`src/rtl/mem_ctrl.sv`:
```
// Byte-wide RAM/IO bus controller: arbitrates instruction fetch against the
// load/store buffer and sequences each multi-byte request as byte accesses.
module mem_ctrl #(
    parameter logic [31:0] IO_BASE = 32'h00030000
) (
    input  logic        clk,
    input  logic        rst,
    input  logic        rdy,
    input  logic        clear,
    input  logic        if_req,
    input  logic [31:0] if_addr,
    output logic        if_done,
    output logic [31:0] if_data,
    input  logic        lsb_req,
    input  logic        lsb_wr,
    input  logic [31:0] lsb_addr,
    input  logic [1:0]  lsb_len,
    input  logic [31:0] lsb_wdata,
    output logic        lsb_done,
    output logic [31:0] lsb_rdata,
    input  logic [7:0]  mem_din,
    output logic [7:0]  mem_dout,
    output logic [31:0] mem_a,
    output logic        mem_wr,
    input  logic        io_buffer_full,
    output logic [1:0]  dbg_state
);

    // Handshake: a requester raises req (level) with stable addr/data and holds
    // it until its done pulse; the pulse cycle never grants, so req may drop then.
    typedef enum logic [1:0] {IDLE = 2'd0, IF_RD = 2'd1, LS_RD = 2'd2, LS_WR = 2'd3} state_t;

    localparam logic GRANT_FETCH = 1'b0;
    localparam logic GRANT_LSB   = 1'b1;

    state_t      state_q, state_d;
    logic [2:0]  cnt_q;
    logic [2:0]  n_q;
    logic [2:0]  len_n;
    logic [31:0] wdata_q;
    logic        wr_q;
    logic        last_grant_q;
    logic        may_grant;
    logic        grant_if;
    logic        grant_ls;
    logic        io_stall;
    logic [1:0]  rd_lane;
    logic [1:0]  wr_lane_nxt;

    assign dbg_state   = state_q;
    assign io_stall    = (mem_a[17:16] == IO_BASE[17:16]) && io_buffer_full;
    assign mem_wr      = wr_q & rdy & ~io_stall;
    assign rd_lane     = cnt_q[1:0] - 2'd1;
    assign wr_lane_nxt = cnt_q[1:0] + 2'd1;

    always_comb begin
        case (lsb_len)
            2'd0:    len_n = 3'd1;
            2'd1:    len_n = 3'd2;
            default: len_n = 3'd4;
        endcase
    end

    // A done pulse still on the bus blocks granting so the finished requester can drop req.
    assign may_grant = (state_q == IDLE) && !clear && !if_done && !lsb_done;
    assign grant_if  = may_grant && if_req && (!lsb_req || last_grant_q == GRANT_LSB);
    assign grant_ls  = may_grant && lsb_req && (!if_req || last_grant_q == GRANT_FETCH);

    always_comb begin
        state_d = state_q;
        case (state_q)
            IDLE: begin
                if (grant_if)      state_d = IF_RD;
                else if (grant_ls) state_d = lsb_wr ? LS_WR : LS_RD;
            end
            IF_RD, LS_RD: begin
                if (clear || cnt_q == n_q) state_d = IDLE;
            end
            LS_WR: begin
                if (!io_stall && cnt_q == n_q - 3'd1) state_d = IDLE;
            end
            default: state_d = IDLE;
        endcase
    end

    always_ff @(posedge clk) begin
        if (rst) begin
            state_q <= IDLE;
        end else if (rdy) begin
            state_q <= state_d;
        end
    end

    always_ff @(posedge clk) begin
        if (rst) begin
            cnt_q        <= 3'd0;
            n_q          <= 3'd0;
            wdata_q      <= 32'd0;
            wr_q         <= 1'b0;
            last_grant_q <= GRANT_FETCH;
            mem_a        <= 32'd0;
            mem_dout     <= 8'd0;
            if_done      <= 1'b0;
            lsb_done     <= 1'b0;
            if_data      <= 32'd0;
            lsb_rdata    <= 32'd0;
        end else if (rdy) begin
            if_done  <= 1'b0;
            lsb_done <= 1'b0;
            case (state_q)
                IDLE: begin
                    if (grant_if) begin
                        n_q     <= 3'd4;
                        cnt_q   <= 3'd0;
                        mem_a   <= if_addr;
                        if_data <= 32'd0;
                    end else if (grant_ls) begin
                        n_q     <= len_n;
                        cnt_q   <= 3'd0;
                        mem_a   <= lsb_addr;
                        wdata_q <= lsb_wdata;
                        if (lsb_wr) begin
                            mem_dout <= lsb_wdata[7:0];
                            wr_q     <= 1'b1;
                        end else begin
                            lsb_rdata <= 32'd0;
                        end
                    end
                end
                IF_RD, LS_RD: begin
                    // Byte k on mem_din answers the address issued one cycle earlier.
                    if (!clear) begin
                        if (cnt_q != 3'd0) begin
                            if (state_q == IF_RD) if_data[{rd_lane, 3'b000} +: 8]   <= mem_din;
                            else                  lsb_rdata[{rd_lane, 3'b000} +: 8] <= mem_din;
                        end
                        if (cnt_q == n_q) begin
                            if (state_q == IF_RD) begin
                                if_done      <= 1'b1;
                                last_grant_q <= GRANT_FETCH;
                            end else begin
                                lsb_done     <= 1'b1;
                                last_grant_q <= GRANT_LSB;
                            end
                        end else begin
                            mem_a <= mem_a + 32'd1;
                            cnt_q <= cnt_q + 3'd1;
                        end
                    end
                end
                LS_WR: begin
                    if (!io_stall) begin
                        if (cnt_q == n_q - 3'd1) begin
                            wr_q         <= 1'b0;
                            lsb_done     <= 1'b1;
                            last_grant_q <= GRANT_LSB;
                        end else begin
                            cnt_q    <= cnt_q + 3'd1;
                            mem_a    <= mem_a + 32'd1;
                            mem_dout <= wdata_q[{wr_lane_nxt, 3'b000} +: 8];
                        end
                    end
                end
                default: ;
            endcase
        end
    end

endmodule

```
`config.mk`:
```
export PLATFORM = sky130hd
export DESIGN_NAME = mem_ctrl
export DESIGN_NICKNAME = d
export VERILOG_FILES = /design/src/rtl/mem_ctrl.sv
export SDC_FILE = /design/constraint.sdc
export NUM_CORES = 1
export LEC_CHECK = 0
export ABC_AREA = 1
export CAP_MARGIN = 20
export CORE_MARGIN = 2
export CORE_UTILIZATION = 50
export DETAILED_ROUTE_END_ITERATION = 10
export GPL_ROUTABILITY_DRIVEN = 0
export MAX_ROUTING_LAYER = met4
export PLACE_DENSITY = 0.79
export SKIP_CTS_REPAIR_TIMING = 1
export SYNTH_ARGS = -nofsm -noshare
export SYNTH_HDL_FRONTEND = slang
export SYNTH_SLANG_ARGS = --single-unit
```
`constraint.sdc`:
```
create_clock -name clk -period 4.2 [get_ports clk]
set_input_delay 0.84 -clock clk [delete_from_list [all_inputs] [get_ports clk]]
set_output_delay 0.84 -clock clk [all_outputs]
set_load 0.05 [all_outputs]
```
# After elaboration in Yosys (flattened, before gate mapping)
# Cells that the tools add are included.
# totals
ff_bits,148
in_bits,114
output_inout_bits,109
elab_cells,149
# op_classes
n_addsub,6
n_eq_ne,24
shifts,3
mux,64
bitwise,5
n_reduce_logical,35
# ops
cell,n
32-bit two-way mux,16
32-bit case mux with 2 select lines,2
32-bit case mux with 3 select lines,1
32-bit bitwise mux,2
8-bit two-way mux,5
"32-bit by 1-bit adder with 32-bit output, second input constant",1
"2-bit inequality test, second input constant",16
"8-bit by 7-bit variable shift with 32-bit output, first input constant",1
32-bit by 6-bit indexed part select with 8-bit output,1
8-bit by 7-bit indexed part select with 32-bit output,1
3-bit two-way mux,8
1-bit two-way mux,19
6-bit AND reduction,3
8-bit case mux with 2 select lines,1
7-bit AND reduction,2
1-bit logical AND,9
3-bit case mux with 3 select lines,1
2-bit two-way mux,4
4-bit AND reduction,2
8-bit AND reduction,1
2-bit nonzero test,4
5-bit negator with 7-bit output,1
"2-bit == test, second input constant",3
3-bit == test,2
other kinds (17),31

# Depth between registers and ports, before layout
# Gate-level depths: netlist of the first run.
# depth
depth_word,9
ltp_mapped,14
depth_no_buf,13

# Worst setup path before layout of the first run
# No wires, ideal clock.
# synth_timing
path_kind,in2out
start,input port rdy
end,output port mem_wr
arrival_time_ps,1810
required_ps,3360
path_slack_ps,1550
stages,4
n_path_buf,2
cell_sequence,clkbuf_1 clkbuf_1 nand3_1 inv_1
# synth_via
elab_chain_cells,2
# synth_lines
element,line_no,rtl
from (decl),8,"input logic rdy,"
1-bit AND (2 in a row),52,assign mem_wr = wr_q & rdy & ~io_stall;
to (decl),24,"output logic mem_wr,"
# Every way passes these cells.

# Worst setup path after layout of the first run
# layout_timing
start,register cnt_q[0]
end,register if_data[27]
# layout_via
elab_chain_cells,8
elab_cells_between_ends,12
classes_between,2 x add/sub; 1 x eq/ne; 2 x shift; 5 x mux; 2 x reduce/logical
# layout_lines
element,line_no,rtl
from (decl),37,logic [2:0] cnt_q;
from (signal assigned),147,cnt_q <= cnt_q + 3'd1;
from (signal assigned),158,cnt_q <= cnt_q + 3'd1;
2-bit by 1-bit subtractor with 2-bit output,53,assign rd_lane = cnt_q[1:0] - 2'd1;
5-bit negator with 7-bit output,134,"if (state_q == IF_RD) if_data[{rd_lane, 3'b000} +: 8] <= mem_din;"
8-bit by 7-bit indexed part select with 32-bit output or 8-bit by 7-bit variable shift with 32-bit output (tied branches),134,
32-bit bitwise mux,134,
32-bit two-way mux,134,
32-bit two-way mux,133,if (cnt_q != 3'd0) begin
32-bit two-way mux,132,if (!clear) begin
32-bit case mux with 2 select lines,110,case (state_q)
"to (signal, indexed assignment)",134,
to (decl),13,"output logic [31:0] if_data,"
# Several ways; a longest one is shown, not always the timed one. The select of a mux whose other input is x is not followed.
# A chain may end at the register's enable or synchronous reset.

==> flow_metrics.tcl, run 1 <==
set metrics [dict create \
    status "finished clean" \
    p_per_area_nw_per_um2 654 \
    syn_nets 1473 \
    vias_per_cell 5.18 \
    cp-end-kind "flip-flop" \
    chipHeight_um 132 \
    first_pass_iters 6 \
    netlist.area_leader.share_pct 36.0 \
    instances_no_fill 1761 \
    seqPwrFrac_pct 27.7 \
    hold_end "wdata_q[31]$_SDFFE_PP0P_" \
    synthCells 1347 \
    vias 9117 \
    required_ns 4.48 \
    cts_root_buf "clkbuf_16" \
    cts_htree_levels 4 \
    r2r_setup_slack_ns 0.73 \
    first_global_vias 8450 \
    synthesis.area_um2 8230 \
    portBuffers 222 \
    clockBufferDepth 2 \
    setup_viol 0 \
    synth-seq-cells 148 \
    relSlewSlack_pct 42.6 \
    floorplan.initialDensity_pct 51.4 \
    synth_top_family_by_area "simple AND/OR/NAND/NOR gates" \
    die_w_um 132 \
    crit_family "buffers and inverters" \
    fmax_ghz 0.288 \
    synth.avg_cell_area_um2 6.11 \
    routed_wl_um 25200 \
    track_usage_pct 29.5 \
    synth_mux_area_share_pct 0.973 \
    clkSlewWorstSetupHoldPaths_ns 0.06 \
    placedCellCount 1731 \
    ff_latch_area_um2 2960 \
    tightest_slew_ns 0.860 \
    clockPowerShare_pct 20.2 \
    ys_warn_count 0 \
    hold_path_startpoint "wdata_q[31]$_SDFFE_PP0P_" \
    clk_latency_ns 0.43 \
    synth_compound_area_share_pct 13.1 \
    ys_seq_area_share_pct 36.0 \
    die_area_um2 17500 \
    synth_fa_ha_area_share_pct 1.82 \
    cp_slowest_cell "dfxtp_1" \
    power_switching_mw 3.50 \
    wl_per_cell_um 14.3 \
    p_int_mw 3.73 \
    multi_input_area_um2 4430 \
    swShare_pct 48.4 \
    grt_pass1_wl_um 41300 \
    leakage_nw 4.74 \
    clock-sinks 148 \
    first_iter_violations 667 \
    drc_errors 0 \
    slowest_delay_ns 0.86 \
    pre_cts_ws_ns 0.809 \
    hpwl_um 18100 \
    nFillCells 1492 \
    post_dp_cell_area_um2 10500 \
    grt-ovfl-total 0 \
    cts_tree "yes" \
    worst_slack_ns 0.731 \
    comb_power_share_pct 52.2 \
    antenna_found_initial 0 \
    whs_ns 0.454 \
    clock_skew_ns 0.00880 \
    netlist-cell-type-count 34 \
    netlist.top_cell.by_area "dfxtp_1" \
    path_buf_inv 2 \
    worstSetupStartpointType "flip-flop" \
    slew_violations 0 \
    min_period_over_period_pct 82.6 \
    hp-class "flip-flop to flip-flop" \
    critical_path_class "flip-flop to flip-flop" \
    synth_simple_gate_area_share_pct 37.8 \
    timing.rr.start "cnt_q[0]$_SDFFE_PP0P_" \
    setup_tns_ns 0 \
    cpMostUsedCell "nand3_1" \
    drive_above_1_share_pct 4.21 \
    hold_depth 2 \
    numCtsBuffers 17 \
    antennaDiodeCount 0 \
    finalNetCount 1660 \
    final_hold_viol_count 0 \
    ant_nets 0 \
    fp-row-count 46 \
    grt_max_degree 66 \
    r2r_cells 7 \
    final_area_um2 11100 \
    core_um2 16000 \
    layout_min_cycle_time_ns 3.47 \
    drv_cap 0 \
    critical_path_arrival_ns 3.75 \
    synthXorXnorAreaFrac_pct 0.213 \
    area_delta_synth_final_pct 34.5 \
    netlist_top_cells_area "dfxtp_1, nand2_1, nor2_1" \
    crit_fanout 28 \
    rsz0062_at_grt "false" \
    r2r_end "if_data[27]$_SDFFE_PP0P_" \
    ir_drop_mv 0.368 \
    crit_chain "inv_2 -> ha_1 -> clkinv_1 -> nand3_1 -> nor2_1 -> nand3_1 -> a21oi_1" \
    io_pins 223 \
]
## power by group through the flow
stage	logic, mW	registers, mW	clock network [mW]
floorplan	1.88	2.79	0
global placement	3.69	2.01	0
detailed placement	3.74	2.02	0
CTS	3.77	1.99	1.47
global route	4.15	2.04	1.53
finish	3.77	2.00	1.46
## cells in the final DEF, fill, tap and decap left out, drive strengths merged, types with 4 or more instances in the layout
cell type        n
clkbuf          22
nor3            17
o21ai           84
nand2          393
clkdlybuf4s50  220
clkinv           8
dfxtp          148
inv            142
a21oi          114
buf             12
nor2           231
ha              12
nand4            8
mux2i            8
o211ai           8
nand3          102
or2              4
## through the flow
step           utilization (%)  total power [mW]
6_report                  69.1              7.24
5_1_grt                   69.1              7.71
4_1_cts                   69.1              7.23
3_5_place_dp              65.6              5.76
3_3_place_gp              65.6              5.70
2_1_floorplan                -              4.67
## cell usage after synthesis, drive strengths merged
master / n
nand2: 393
nor2: 231
dfxtp: 148
inv: 142
a21oi: 114
nand3: 102
o21ai: 84
clkbuf: 36
buf: 28
nor3: 17
ha: 12
mux2i: 8
nand4: 8
o211ai: 8
or2: 4
clkinv: 3
nand3b: 2
o22ai: 2
a211oi: 1
a21boi: 1
and2: 1
xnor2: 1
xor2: 1
## state kept, by name, summed over array words and instances, names as in the netlist
name          flops
lsb_done          1
if_done           1
mem_dout          8
dbg_state         2
mem_a            32
wr_q              1
lsb_rdata        32
cnt_q             3
wdata_q          32
if_data          32
n_q               3
last_grant_q      1
## layout make-up
type                    instances  area share (%)
clock buffers                  22            4.38
clock inverters                 8           0.701
inverters                     145            4.93
multi-input cells             990            40.1
flip-flops and latches        148            26.8
well taps                     216            2.44
repair buffers                232            20.7
## worst max path at each step
stage	endpoint	cells past startpoint	from
final	if_data[27]$_SDFFE_PP0P_	7	cnt_q[0]$_SDFFE_PP0P_
after global routing	if_data[27]$_SDFFE_PP0P_	7	cnt_q[0]$_SDFFE_PP0P_
after CTS	if_data[27]$_SDFFE_PP0P_	7	cnt_q[0]$_SDFFE_PP0P_
after detailed placement	if_data[31]$_SDFFE_PP0P_	7	cnt_q[0]$_SDFFE_PP0P_
after global placement	if_data[24]$_SDFFE_PP0P_	7	cnt_q[0]$_SDFFE_PP0P_
after floorplan	mem_wr	4	rdy
## kinds of logic after synthesis
logic type	after synthesis
simple gates	758
compound gates	210
buf+inv	209
flops	148
fa+ha+maj	12
mux	8
xor+xnor	2
## per-layer routing
metal | up-vias | global-route usage (%) | part of all wire (%)
li1 | 4617 | - | -
met1 | 4071 | 38.3 | 44
met2 | 379 | 46.6 | 45
met3 | 50 | 5.07 | 7.8
met4 | 0 | 9.80 | 2.5
met5 | - | - | 0
## worst min-delay path, delay by kind of cell (launching register included)
| kind | cells | cell delay, ns |
|---|---|---|
| buf+inv | 1 | 0.06 |
| compound gates | 1 | 0.05 |
| flops | 1 | 0.30 |
No activity file was read; power rests on OpenSTA's default activity.
==> run 2: changes to the inputs <==
--- a/config.mk
+++ b/config.mk
@@ -8,11 +8,11 @@
 export ABC_AREA = 1
 export CAP_MARGIN = 20
 export CORE_MARGIN = 2
-export CORE_UTILIZATION = 50
+export CORE_UTILIZATION = 44
 export DETAILED_ROUTE_END_ITERATION = 10
 export GPL_ROUTABILITY_DRIVEN = 0
 export MAX_ROUTING_LAYER = met4
-export PLACE_DENSITY = 0.79
+export PLACE_DENSITY = 0.74
 export SKIP_CTS_REPAIR_TIMING = 1
 export SYNTH_ARGS = -nofsm -noshare
 export SYNTH_HDL_FRONTEND = slang
==> constraint.sdc (replaced) <==
create_clock -name clk -period 3.13 [get_ports clk]
set_input_delay 0.626 -clock clk [delete_from_list [all_inputs] [get_ports clk]]
set_output_delay 0.626 -clock clk [all_outputs]
set_load 0.05 [all_outputs]
==> run 2 against run 1 <==
Against the previous run:
- power up 35%
- global-route usage down 3.2 points
- fmax up 33%
- die area up 13%
- via count down 1.2%
- sequential share of layout area down 0.28 points
- critical path depth up 5
- combinational power up 35%
==> flow_metrics.tcl, run 2 (same netlist as run 1, synthesis figures left out) <==
set metrics [dict create \
    status "finished clean" \
    r2r_end "if_data[26]$_SDFFE_PP0P_" \
    layout_min_cycle_time_ns 2.61 \
    cpMostUsedCell "nand2_1" \
    cp_slowest_cell "ha_1" \
    drc_errors 0 \
    track_usage_pct 26.2 \
    cts_root_buf "clkbuf_16" \
    numCtsBuffers 17 \
    chipHeight_um 141 \
    die_w_um 141 \
    leakage_nw 4.77 \
    area_delta_synth_final_pct 35.9 \
    finalNetCount 1666 \
    hold_path_startpoint "wdata_q[1]$_SDFFE_PP0P_" \
    cts_tree "yes" \
    most-common-layout-cells "nand2_1, nor2_1, clkdlybuf4s50_1, dfxtp_1, inv_1" \
    die_area_um2 19800 \
    cp-end-kind "flip-flop" \
    r2r_cells 12 \
    vias_per_cell 5.04 \
    grt_max_degree 66 \
    grt-ovfl-total 0 \
    first_global_vias 8469 \
    setup_viol 0 \
    setup_tns_ns 0 \
    vias 9011 \
    fp-row-count 50 \
    floorplan.initialDensity_pct 44.4 \
    critical_path_arrival_ns 2.96 \
    first_pass_iters 5 \
    fmax_ghz 0.382 \
    placedCellCount 1755 \
    clk_latency_ns 0.43 \
    wl_per_cell_um 14.3 \
    crit_chain "inv_1 -> ha_1 -> nand2_1 -> inv_1 -> nor2_1 -> o21ai_1 -> nor2_1 -> nand2_1 -> clkinvlp_4 -> nand2_1 -> nand2_1 -> a21oi_1" \
    ir_drop_mv 0.649 \
    instances_no_fill 1788 \
    r2r_setup_slack_ns 0.52 \
    cts_htree_levels 4 \
    min_period_over_period_pct 83.5 \
    tightest_slew_ns 0.791 \
    ant_nets 0 \
    required_ns 3.48 \
    final_hold_viol_count 0 \
    antenna_found_initial 1 \
    worstSetupStartpointType "flip-flop" \
    slew_violations 0 \
    rsz0062_at_grt "false" \
    p_per_area_nw_per_um2 876 \
    hp-class "flip-flop to flip-flop" \
    hpwl_um 18500 \
    first_iter_violations 610 \
    clockBufferDepth 2 \
    routed_wl_um 25500 \
    relSlewSlack_pct 47.2 \
    portBuffers 222 \
    critical_path_class "flip-flop to flip-flop" \
    clkSlewWorstSetupHoldPaths_ns 0.06 \
    timing.rr.start "dbg_state[0]$_SDFFE_PP0P_" \
    clock-sinks 148 \
    grt_pass1_wl_um 41100 \
    drive_above_1_share_pct 4.83 \
    core_um2 18500 \
    clock_skew_ns 0.0107 \
    drv_cap 0 \
    layout_commonest_cell "nand2_1" \
    crit_fanout 25 \
    hold_end "wdata_q[1]$_SDFFE_PP0P_" \
    hold_depth 2 \
    whs_ns 0.453 \
    slowest_delay_ns 0.48 \
    io_pins 223 \
]
==> run 2: changes by cell type in the layout (fill, tap and decap cells not counted), sizes merged <==
| cell | change |
|---|---|
| clkinv | -4 |
| clkinvlp | +2 |
| diode | +1 |
| buf | +6 |
| clkbuf | -4 |
| inv | +8 |
==> run 2: worst max-delay path by stage <==
| stage | startpoint | end | slack (ns) | cells past startpoint |
|---|---|---|---|---|
| finish | dbg_state[0]$_SDFFE_PP0P_ | if_data[26]$_SDFFE_PP0P_ | 0.52 | 12 |
| CTS | dbg_state[1]$_SDFFE_PP0P_ | if_data[28]$_SDFFE_PP0P_ | 0.30 | 12 |
| global route | dbg_state[1]$_SDFFE_PP0P_ | if_data[28]$_SDFFE_PP0P_ | 0.19 | 12 |
| global placement | clear | if_data[29]$_SDFFE_PP0P_ | 0.25 | 11 |
| floorplan | dbg_state[0]$_SDFFE_PP0P_ | lsb_rdata[22]$_SDFFE_PP0P_ | 0.74 | 11 |
| detailed placement | clear | if_data[30]$_SDFFE_PP0P_ | 0.14 | 11 |
==> run 2: final cells by class <==
cell class,count,area [um2]
fillers,1811,7340
clock inverters,14,139
flip-flops and latches,148,2960
diodes,1,2.50
multi-input cells,990,4430
repair buffers,238,2360
clock buffers,18,439
inverters,145,549
well taps,234,293
==> run 2: stage by stage <==
| stage | setup WS, ns | util, % | total power [mW] | cell area [um2] |
|---|---|---|---|---|
| 3_3_place_gp | 0.248 | 57.2 | 7.71 | 10600 |
| 6_report | 0.515 | 60.4 | 9.79 | 11200 |
| 5_1_grt | 0.192 | 60.4 | 10.5 | 11200 |
| 4_1_cts | 0.301 | 60.3 | 9.81 | 11200 |
| 3_5_place_dp | 0.137 | 57.2 | 7.77 | 10600 |
| 2_1_floorplan | 0.741 | - | 6.27 | 8230 |
==> run 2: critical path, delay by kind of cell, from the launching register on <==
kind / cells / cell delay, ns
buffers and inverters: 3 / 0.57
adders and majority gates: 1 / 0.48
AOI/OAI and AO/OA: 2 / 0.31
DFF: 1 / 0.38
and+or+nand+nor: 6 / 0.79
==> run 2: where the power goes <==
part           internal [mW]  switching, mW
combinational           1.61           3.49
clock                   1.14          0.886
sequential              2.28          0.387
total                   5.03           4.76
==> run 2: per-layer routing <==
layer  up-vias  wire [um]  track usage (%)
met3        46       1670             4.99
met1      4009      11300             32.0
met2       327      12000             43.6
met5         -          0                -
met4         0        610             9.16
li1       4629          -                -
==> run 3: changes to the inputs <==
--- a/config.mk
+++ b/config.mk
@@ -8,11 +8,11 @@
 export ABC_AREA = 1
 export CAP_MARGIN = 20
 export CORE_MARGIN = 2
-export CORE_UTILIZATION = 44
+export CORE_UTILIZATION = 49
 export DETAILED_ROUTE_END_ITERATION = 10
 export GPL_ROUTABILITY_DRIVEN = 0
 export MAX_ROUTING_LAYER = met4
-export PLACE_DENSITY = 0.74
+export PLACE_DENSITY = 0.78
 export SKIP_CTS_REPAIR_TIMING = 1
 export SYNTH_ARGS = -nofsm -noshare
 export SYNTH_HDL_FRONTEND = slang
==> constraint.sdc (replaced) <==
create_clock -name clk -period 2.7 [get_ports clk]
set_input_delay 0.54 -clock clk [delete_from_list [all_inputs] [get_ports clk]]
set_output_delay 0.54 -clock clk [all_outputs]
set_load 0.05 [all_outputs]
==> run 3 against run 2 <==
Against the previous run:
- cell area is 0.27% higher
- via count is 0.83% higher
- power is 17% higher
- register-to-register slack worse by 0.30 ns
==> flow_metrics.tcl, run 3 (same netlist as run 1, synthesis figures left out) <==
set metrics [dict create \
    numCtsBuffers 17 \
    ant_nets 0 \
    antenna_found_initial 0 \
    nFillCells 1495 \
    area_delta_synth_final_pct 36.2 \
    rsz0062_at_grt "false" \
    chipHeight_um 134 \
    drv_cap 0 \
    critical_path_class "flip-flop to flip-flop" \
    drive_above_1_share_pct 4.89 \
    comb_power_share_pct 52.4 \
    die_w_um 134 \
    vias_per_cell 5.12 \
    worstSetupStartpointType "flip-flop" \
    clock_skew_ns 0.0123 \
    swShare_pct 48.9 \
    portBuffers 222 \
    power.total_mw 11.5 \
    track_usage_pct 28.7 \
    leakage_nw 4.80 \
    worst_slack_ns 0.217 \
    routed_wl_um 25300 \
    p_int_mw 5.86 \
    most-common-layout-cells "nand2_1, nor2_1, clkdlybuf4s50_1, dfxtp_1, inv_1" \
    power_switching_mw 5.61 \
    grt_max_degree 84 \
    drc_errors 0 \
    layout_min_cycle_time_ns 2.48 \
    vias 9086 \
    instances_no_fill 1775 \
    cp_slowest_cell "ha_1" \
    hpwl_um 17900 \
    tightest_slew_ns 0.736 \
    first_iter_violations 605 \
    p_per_area_nw_per_um2 1020 \
    cts_tree "yes" \
    cts_root_buf "clkbuf_16" \
    crit_chain "inv_1 -> ha_1 -> inv_1 -> nor2_1 -> nand3_1 -> nor2_1 -> nand3_1 -> a21oi_1" \
    clockPowerShare_pct 20.7 \
    whs_ns 0.452 \
    layout_commonest_cell "nand2_1" \
    setup_viol 0 \
    required_ns 3.06 \
    hp-class "flip-flop to flip-flop" \
    fmax_ghz 0.403 \
    crit_fanout 10 \
    final_area_um2 11200 \
    final_hold_viol_count 0 \
    multi_input_area_um2 4430 \
    ir_drop_mv 0.562 \
    critical_path_arrival_ns 2.84 \
    antennaDiodeCount 0 \
    cts_htree_levels 4 \
    grt-ovfl-total 0 \
    ff_latch_area_um2 2960 \
    grt_pass1_wl_um 40300 \
    placedCellCount 1743 \
    clk_latency_ns 0.43 \
    status "finished clean" \
    relSlewSlack_pct 50.9 \
    die_area_um2 17800 \
    setup_tns_ns 0 \
    clockBufferDepth 2 \
    slowest_delay_ns 0.48 \
    seqPwrFrac_pct 26.9 \
    pre_cts_ws_ns 0.168 \
    min_period_over_period_pct 92.0 \
    first_global_vias 8305 \
    wl_per_cell_um 14.3 \
    slew_violations 0 \
    fin_util_pct 67.8 \
    finalNetCount 1668 \
    first_pass_iters 7 \
    post_dp_cell_area_um2 10600 \
    fp-row-count 47 \
    cp-end-kind "flip-flop" \
    clkSlewWorstSetupHoldPaths_ns 0.07 \
    clock-sinks 148 \
    io_pins 223 \
    floorplan.initialDensity_pct 49.8 \
    core_um2 16500 \
]
[run 3: layout make-up]
| type | instances | share of cell area [%] |
|---|---|---|
| clock buffers | 17 | 3.80 |
| clock inverters | 15 | 1.48 |
| inverters | 145 | 4.87 |
| multi-input cells | 990 | 39.6 |
| flip-flops and latches | 148 | 26.4 |
| well taps | 220 | 2.46 |
| repair buffers | 240 | 21.4 |
[run 3: power by group through the flow]
stage	Combinational, mW	Clock, mW	Sequential, mW
3_5_place_dp	5.93	0	3.12
4_1_cts	5.97	2.40	3.07
3_3_place_gp	5.87	0	3.12
5_1_grt	6.57	2.50	3.15
6_report	6.00	2.38	3.09
2_1_floorplan	2.93	0	4.34
[run 3: final timing paths]
| path | startpoint | to | slack (ns) | depth (start not counted) |
|---|---|---|---|---|
| setup / recovery | dbg_state[0]$_SDFFE_PP0P_ | if_data[11]$_SDFFE_PP0P_ | 0.22 | 8 |
| hold reg to reg | wdata_q[24]$_SDFFE_PP0P_ | wdata_q[24]$_SDFFE_PP0P_ | 0.45 | 2 |
| setup reg to reg | dbg_state[0]$_SDFFE_PP0P_ | if_data[11]$_SDFFE_PP0P_ | 0.22 | 8 |
| hold / removal | wdata_q[24]$_SDFFE_PP0P_ | wdata_q[24]$_SDFFE_PP0P_ | 0.45 | 2 |
[run 3: critical path: cells and delay by family, from the launching register on]
kind | cells | cell delay [ns]
AND/OR/NAND/NOR | 4 | 1.13
adder cells (fa/ha/maj) | 1 | 0.48
flip-flops | 1 | 0.39
buffers and inverters | 2 | 0.27
AO/OA/AOI/OAI | 1 | 0.14
[run 3: metal layers]
metal  vias up  share of wire [%]  global-route usage [%]
li1       4639                  -                       -
met5         -                  0                       -
met2       388                 46                    44.6
met1      3997                 44                    36.2
met3        62                8.0                    6.01
met4         0                2.9                    12.2
